`config.mk`:
```
export PLATFORM = sky130hd
export DESIGN_NAME = tron_game_ctrl
export DESIGN_NICKNAME = d
export VERILOG_FILES = /design/src/rtl/tron_game_ctrl.sv
export SDC_FILE = /design/constraint.sdc
export NUM_CORES = 1
export LEC_CHECK = 0
export CORE_MARGIN = 2
export CORE_UTILIZATION = 55
export CTS_BUF_LIST = sky130_fd_sc_hd__clkbuf_8
export CTS_CLUSTER_SIZE = 12
export DETAILED_ROUTE_END_ITERATION = 8
export PLACE_DENSITY = 0.79
export SETUP_SLACK_MARGIN = 0.02
export SLEW_MARGIN = 20
export SYNTH_ARGS = -nofsm -noshare
export SYNTH_HDL_FRONTEND = slang
export SYNTH_SLANG_ARGS = --single-unit
export TNS_END_PERCENT = 50
```
`constraint.sdc`:
```
create_clock -name clock -period 4.85 [get_ports clock]
set_input_delay 0.97 -clock clock [delete_from_list [all_inputs] [get_ports clock]]
set_output_delay 0.97 -clock clock [all_outputs]
set_load 0.01 [all_outputs]
```
`src/rtl/tron_game_ctrl.sv`:
```
// tron_game_ctrl: round sequencer for two-player Tron (idle, countdown, play, crash, game over, optional pause)
// Ports: clock/reset (sync, active-high); frame_end pulse; start/pause button levels;
// p1_crash/p2_crash sampled on frame_end; dflt/move_en gate position update;
// p1_score/p2_score, round_result, winner, state are all registered.
// Optional feature: define TRON_PAUSE_EN to enable the PAUSED state.
module tron_game_ctrl #(
  parameter int COUNTDOWN_FRAMES = 180,
  parameter int CRASH_FRAMES = 120,
  parameter int WIN_SCORE = 3
) (
  input  logic       clock,
  input  logic       reset,
  input  logic       frame_end,
  input  logic       start,
  input  logic       pause,
  input  logic       p1_crash,
  input  logic       p2_crash,
  output logic       dflt,
  output logic       move_en,
  output logic [3:0] p1_score,
  output logic [3:0] p2_score,
  output logic [1:0] round_result,
  output logic [1:0] winner,
  output logic [2:0] state
);
  localparam int MAXF = COUNTDOWN_FRAMES > CRASH_FRAMES ? COUNTDOWN_FRAMES : CRASH_FRAMES;
  localparam int TW = MAXF > 1 ? $clog2(MAXF) : 1;
  localparam logic [TW-1:0] CD_LOAD = TW'(COUNTDOWN_FRAMES - 1);
  localparam logic [TW-1:0] CR_LOAD = TW'(CRASH_FRAMES - 1);
  localparam logic [3:0] WIN = 4'(WIN_SCORE);
  typedef enum logic [2:0] {
    S_IDLE = 3'd0, S_CD = 3'd1, S_PLAY = 3'd2, S_CRASH = 3'd3, S_OVER = 3'd4, S_PAUSED = 3'd5
  } state_t;
  state_t cur, nxt;
  logic [TW-1:0] timer, timer_n;
  logic [3:0] p1_n, p2_n;
  logic [1:0] rr_n, win_n;
  logic start_d, start_dd, start_edge;
  // Edges come from registered history only, so no input reaches an output combinationally.
  assign start_edge = start_d & ~start_dd;
`ifdef TRON_PAUSE_EN
  logic pause_d, pause_dd, pause_edge;
  assign pause_edge = pause_d & ~pause_dd;
  always_ff @(posedge clock)
    if (reset) {pause_d, pause_dd} <= 2'b00;
    else {pause_d, pause_dd} <= {pause, pause_d};
`else
  logic pause_unused;
  assign pause_unused = pause;
`endif
  assign state = cur;
  assign dflt = (cur == S_IDLE) || (cur == S_CD);
  assign move_en = cur == S_PLAY;
  always_comb begin
    nxt = cur;
    timer_n = timer;
    p1_n = p1_score;
    p2_n = p2_score;
    rr_n = round_result;
    win_n = winner;
    case (cur)
      S_IDLE, S_OVER:
        if (start_edge) begin
          nxt = S_CD;
          timer_n = CD_LOAD;
          p1_n = '0;
          p2_n = '0;
          win_n = '0;
          if (cur == S_IDLE) rr_n = '0;
        end
      S_CD:
        if (frame_end) begin
          if (timer == '0) begin
            nxt = S_PLAY;
            rr_n = '0;
          end else timer_n = timer - TW'(1);
        end
      S_PLAY:
        if (frame_end && (p1_crash || p2_crash)) begin
          nxt = S_CRASH;
          timer_n = CR_LOAD;
          rr_n = {p1_crash, p2_crash};
          if (p1_crash && !p2_crash && p2_score < WIN) p2_n = p2_score + 4'd1;
          if (p2_crash && !p1_crash && p1_score < WIN) p1_n = p1_score + 4'd1;
        end
`ifdef TRON_PAUSE_EN
        else if (pause_edge) nxt = S_PAUSED;
`endif
      S_CRASH:
        if (frame_end) begin
          if (timer != '0) timer_n = timer - TW'(1);
          else if (p1_score == WIN || p2_score == WIN) begin
            nxt = S_OVER;
            win_n = p1_score == WIN ? 2'b01 : 2'b10;
          end else begin
            nxt = S_CD;
            timer_n = CD_LOAD;
          end
        end
`ifdef TRON_PAUSE_EN
      S_PAUSED: if (pause_edge) nxt = S_PLAY;
`endif
      default: nxt = S_IDLE;
    endcase
  end
  always_ff @(posedge clock)
    if (reset) begin
      cur <= S_IDLE;
      timer <= '0;
      p1_score <= '0;
      p2_score <= '0;
      round_result <= '0;
      winner <= '0;
      {start_d, start_dd} <= 2'b00;
    end else begin
      cur <= nxt;
      timer <= timer_n;
      p1_score <= p1_n;
      p2_score <= p2_n;
      round_result <= rr_n;
      winner <= win_n;
      {start_d, start_dd} <= {start, start_d};
    end
endmodule

```
==> results_dict.tcl, run 1 <==
set metrics [dict create \
    detail-route-antenna-nets 0 \
    synth_top_family_by_area "simple AND/OR/NAND/NOR gates" \
    drc 0 \
    yosys.area_share.adder 0.0378 \
    finalHoldViolCount 0 \
    grt_max_degree 21 \
    antenna_found_initial 0 \
    synth-simple-area-share 0.241 \
    synth-xor-area-share 0.00662 \
    die_area_sq_mm 0.00282 \
    post-dp-hpwl_microns 2070 \
    p_leak_nw 0.615 \
    synth_seq_cells 25 \
    fin_setup_tns_ns 0 \
    synthArstFlopShare 0 \
    maxCapViolCount 0 \
    powerDensity_mw_per_mm2 326 \
    fillers 194 \
    r2r_cells 6 \
    yosysSeqAreaShare 0.378 \
    hp-class "register to register" \
    maxSlewViolCount 0 \
    synth_edf_count 0 \
    cts_htree_levels 1 \
    cp_slowest_stage_delay_ns 0.55 \
    first_iter_violations 41 \
    final_cell_mix "dfxtp_1, clkdlybuf4s50_1, nor2_1, o21ai_0, a21oi_1" \
    core_sq_mm 0.00225 \
    fin_nets 182 \
    dp.cells 194 \
    wl_microns 2880 \
    rrSetupSlack_ns 2.62 \
    cts_tree "done" \
    clock-sinks 25 \
    clkLatencyLatePin_ns 0.27 \
    cts_buffers 3 \
    crit_fanout 11 \
    rows 17 \
    die_x_microns 53.1 \
    max_freq_mhz 331 \
    preCtsSetupSlack_ns 2.03 \
    yosys.cell_types.count 44 \
    post_cts_buffers 0 \
    drt_first_pass_iters 4 \
    start_util 0.587 \
    clock_skew_ns 0.00110 \
    setup.worst_path.start "state[1]$_SDFFE_PP0P_" \
    path_cells "or3b_1 > inv_4 > clkdlybuf4s50_1" \
    p_total_w 0.000512 \
    ioPinCount 24 \
    die_h_microns 53.1 \
    grt_pass1_vias 1078 \
    fin_util 0.698 \
    cts_buffer_depth 2 \
    grt_usage 0.227 \
    vias 1209 \
    netlist_area_sq_mm 0.00132 \
    yosysWarnings 0 \
    layout_setup_ws_ns 1.83 \
    via_per_inst 6.11 \
    antenna_cells 0 \
    worstSetupEndpointType "output pin" \
    cp.required_ns 3.88 \
    status "finished, final reports clean" \
    port_buffers 22 \
    cts_resized 0 \
    holdPathStages 1 \
    cts-hold-fix-buffers 0 \
    cp.arrival_ns 2.05 \
    cpMaxStageDelayCell "dfxtp_1" \
    final_common_cell "dfxtp_1" \
    path_clk_slew_ns 0.09 \
    gr-total-overflow 0 \
    synth_cells 150 \
    wire_per_inst_microns 14.6 \
    gp_congestion 0.890 \
    reg2reg_from "state[1]$_SDFFE_PP0P_" \
    final_cells 198 \
    syn_avg_cell_area_sq_um 8.83 \
    synthMuxAreaShare 0.0378 \
    cts-root-buf "clkbuf_8" \
    synth_compound_area_frac 0.234 \
    drive_above_1_share 0.0882 \
    max_slew_margin 0.477 \
    min_period_ns 3.02 \
    area_growth_pct 18.8 \
    crit_end "move_en" \
    setup_viol 0 \
    grt_pass1_wl_microns 4640 \
    tightest_slew_ns 0.782 \
    syn_nets 161 \
    vdd_drop_max_v 0.000240 \
    synth-main-ff-cell "dfxtp_1" \
    fin_crit_sh 0.623 \
    rsz0062_at_grt "false" \
    worst_r2r_endpoint "timer[4]$_SDFFE_PP0P_" \
    path_class "register to output pin" \
    start_kind "register" \
]
## critical path: cells and delay by family (launching register included)
family,cells,cell delay [ns]
buffers and inverters,2,0.69
AND/OR/NAND/NOR,1,0.54
flip-flops,1,0.55
## stage by stage
step	cell area, sq um	hold WS (ns)
after CTS	1570	0.494
after global placement	1530	0.460
after floorplan	1320	0.450
after detailed placement	1530	0.474
final	1570	0.493
after global routing	1570	0.515
## final cells by class
cell class	instances	area (sq um)	area share
Clock buffer	3	41.3	0.0263
Clock inverter	1	5.00	0.00318
Inverter	8	32.5	0.0207
Multi-Input combinational cell	111	738	0.469
Sequential cell	25	500	0.318
Tap cell	28	35.0	0.0223
Timing Repair Buffer	22	220	0.140
## worst min-delay path by stage
stage	slack (ns)	from	to
floorplan	0.45	timer[0]$_SDFFE_PP0P_	timer[0]$_SDFFE_PP0P_
global placement	0.46	p1_score[1]$_SDFFE_PP0P_	p1_score[1]$_SDFFE_PP0P_
detailed placement	0.47	round_result[1]$_SDFFE_PP0P_	round_result[1]$_SDFFE_PP0P_
CTS	0.49	p1_score[1]$_SDFFE_PP0P_	p1_score[1]$_SDFFE_PP0P_
global route	0.51	start_d$_SDFF_PP0_	start_dd$_SDFF_PP0_
finish	0.49	round_result[1]$_SDFFE_PP0P_	round_result[1]$_SDFFE_PP0P_
## registers in the layout, summed over array words and instances, names as in the netlist
name,flops
start_dd,1
state,3
winner,2
start_d,1
timer,8
p2_score,4
p1_score,4
round_result,2
## power by group
group | switching, W | leakage (nW) | internal [W]
Combinational | 0.0000840 | 0.386 | 0.0000653
Sequential | 0.0000192 | 0.204 | 0.000220
Clock | 0.0000665 | 0.0255 | 0.0000575
Total | 0.000170 | 0.615 | 0.000342
## layer usage
layer	wire, microns	up-vias	global-route usage
met5	0	-	0
met1	1340	564	0.288
li1	-	592	-
met4	38	0	0.0897
met3	169	5	0.0395
met2	1340	48	0.379
## synth_stat cells, types with 2 or more instances
cell,n,area share
nand3_1,2,0.0076
o31ai_1,5,0.028
a21oi_1,9,0.034
inv_1,7,0.020
a311oi_1,3,0.020
buf_6,3,0.026
and3_1,6,0.028
nand2b_1,2,0.0095
nand4_1,2,0.0095
nor2b_1,3,0.014
nand2_1,8,0.023
buf_4,2,0.011
a22oi_1,3,0.017
ha_1,4,0.038
o21ai_0,12,0.045
mux2i_1,5,0.038
a31o_1,2,0.013
nor2_1,19,0.054
nor4b_2,3,0.034
a31oi_1,2,0.0095
dfxtp_1,25,0.38
## cells by family after synthesis
| group | Yosys count |
|---|---|
| AOI/OAI and AO/OA | 46 |
| xor gates and xnor gates | 1 |
| adders and majority gates | 4 |
| DFF | 25 |
| buffers and inverters | 14 |
| and+or+nand+nor | 55 |
| muxes | 5 |
No activity file was read; power rests on OpenSTA's default activity.
==> inputs of run 2 (changes only) <==
- CORE_ASPECT_RATIO: default -> 2
- CORE_UTILIZATION: 55 -> 48
- PLACE_DENSITY: 0.79 -> 0.73
- clock period: 4.85 -> 2.7 ns (I/O delays scaled with it)
==> run 2 against run 1 <==
Net effect:
- clock power rose by 81%
- total power increased by 81%
- critical path depth unchanged
- clock skew rose by 0.0039 ns
- global-route usage grew 0.79 points
- largest cell class unchanged
==> results_dict.tcl, run 2 (synthesized netlist as in run 1, its figures left out) <==
set metrics [dict create \
    status "finished, final reports clean" \
    clock-sinks 25 \
    powerDensity_mw_per_mm2 581 \
    start_util 0.490 \
    antenna_found_initial 0 \
    path_cells "or3b_1 > inv_4 > clkdlybuf4s50_1" \
    rsz0062_at_grt "false" \
    detail-route-antenna-nets 0 \
    largest_reg_flops 8 \
    maxCapViolCount 0 \
    port_buffers 22 \
    fin_nets 185 \
    cts-root-buf "clkbuf_8" \
    cts-hold-fix-buffers 0 \
    wire_per_inst_microns 15.9 \
    cts_tree "done" \
    start_kind "register" \
    cp.required_ns 2.16 \
    place_area_sq_mm 0.00155 \
    finalHoldViolCount 0 \
    cts_buffers 3 \
    antenna_cells 0 \
    cts_resized 0 \
    min_period_ns 2.51 \
    fin_crit_sh 0.928 \
    maxSlewViolCount 0 \
    die_area_sq_mm 0.00322 \
    drive_above_1_share 0.104 \
    cts_htree_levels 1 \
    crit_fanout 10 \
    cp_num_buf_inv 2 \
    grt_pass1_wl_microns 5400 \
    final_area_sq_mm 0.00160 \
    max_slew_margin 0.609 \
    drc 0 \
    via_per_inst 6.24 \
    fin_setup_tns_ns 0 \
    post_cts_buffers 0 \
    grt_pass1_vias 1262 \
    drt_first_pass_iters 4 \
    final_cell_mix "dfxtp_1, clkdlybuf4s50_1, nor2_1, o21ai_0, a21oi_1" \
    cp_top_family "buffers and inverters" \
    area_growth_pct 20.6 \
    p_leak_nw 0.631 \
    grt_max_degree 15 \
    cpMaxStageDelayCell "or3b_1" \
    final_common_cell "dfxtp_1" \
    largest_register "timer" \
    fillers 258 \
    gp_congestion 0.827 \
    gr-total-overflow 0 \
    regArea_sq_um 500 \
    worstSetupEndpointType "output pin" \
    rows 27 \
    vias 1261 \
    wl_microns 3200 \
    hp-class "register to register" \
    cts_buffer_depth 2 \
    top_regs "timer: 8 flops, p1_score: 4 flops, p2_score: 4 flops" \
    ioPinCount 24 \
    die_x_microns 41.1 \
    first_iter_violations 57 \
    core_sq_mm 0.00270 \
    tightest_slew_ns 0.584 \
    clkLatencyLatePin_ns 0.28 \
    post-dp-hpwl_microns 2470 \
    clock_skew_ns 0.00504 \
    grt_usage 0.235 \
    vdd_drop_max_v 0.000416 \
    cp_slowest_stage_delay_ns 0.57 \
    path_clk_slew_ns 0.09 \
    multi_input_area_sq_um 738 \
    cp.arrival_ns 1.97 \
    setup_viol 0 \
    path_class "register to output pin" \
    max_freq_mhz 399 \
    die_h_microns 78.3 \
]
run 2: cell types whose count changed in the layout (fill, tap and decap cells not counted), sizes merged:
cell  previous run  this run
buf              0         3
run 2: per-layer routing:
metal | GRT usage | vias up | part of all wire
met1 | 0.247 | 618 | 0.38
met5 | 0 | - | 0
met2 | 0.423 | 38 | 0.56
met4 | 0.0968 | 0 | 0.027
li1 | - | 596 | -
met3 | 0.0254 | 9 | 0.032
run 2: worst paths after layout:
kind	slack, ns	depth (start not counted)	endpoint	startpoint
hold reg to reg	0.49	2	p1_score[1]$_SDFFE_PP0P_	p1_score[1]$_SDFFE_PP0P_
setup / recovery	0.19	3	move_en	state[0]$_SDFFE_PP0P_
hold / removal	0.49	2	p1_score[1]$_SDFFE_PP0P_	p1_score[1]$_SDFFE_PP0P_
setup reg to reg	0.50	7	timer[4]$_SDFFE_PP0P_	timer[0]$_SDFFE_PP0P_
run 2: cell type report:
| type | count | area share |
|---|---|---|
| clock inverters | 1 | 0.00313 |
| multi-input cells | 111 | 0.462 |
| repair buffers | 25 | 0.152 |
| inverters | 8 | 0.0204 |
| well taps | 29 | 0.0227 |
| clock buffers | 3 | 0.0259 |
| flip-flops and latches | 25 | 0.313 |
run 2: worst register-to-register path, cell delays in order, from the launching register on:
cell      delay (ns)
dfxtp_1         0.35
inv_1           0.10
ha_1            0.14
nor4b_2         0.47
nand3_1         0.16
o2111a_1        0.42
and2_4          0.23
a311oi_1        0.25
run 2: metrics by stage:
stage | utilization | cells | setup WS, ns | total power (W) | hold WS, ns
2_1_floorplan | - | 150 | 0.890 | 0.000642 | 0.450
3_3_place_gp | 0.574 | 198 | 0.346 | 0.000697 | 0.456
3_5_place_dp | 0.574 | 198 | 0.327 | 0.000710 | 0.476
4_1_cts | 0.591 | 202 | 0.194 | 0.000931 | 0.489
5_1_grt | 0.591 | 202 | 0.118 | 0.000984 | 0.503
6_report | 0.591 | 202 | 0.194 | 0.000928 | 0.488
run 2: where the power goes:
part / total (W) / internal (W) / leakage (nW) / switching [W]
logic: 0.000278 / 0.000120 / 0.402 / 0.000158
clock network: 0.000224 / 0.000104 / 0.0255 / 0.000121
registers: 0.000426 / 0.000394 / 0.204 / 0.0000318
total: 0.000928 / 0.000618 / 0.631 / 0.000311
==> inputs of run 3 (changes only) <==
- GPL_ROUTABILITY_DRIVEN: default -> 0
==> results of run 3 <==
No change in the layout: final DEF, timing and power equal those of run 2.
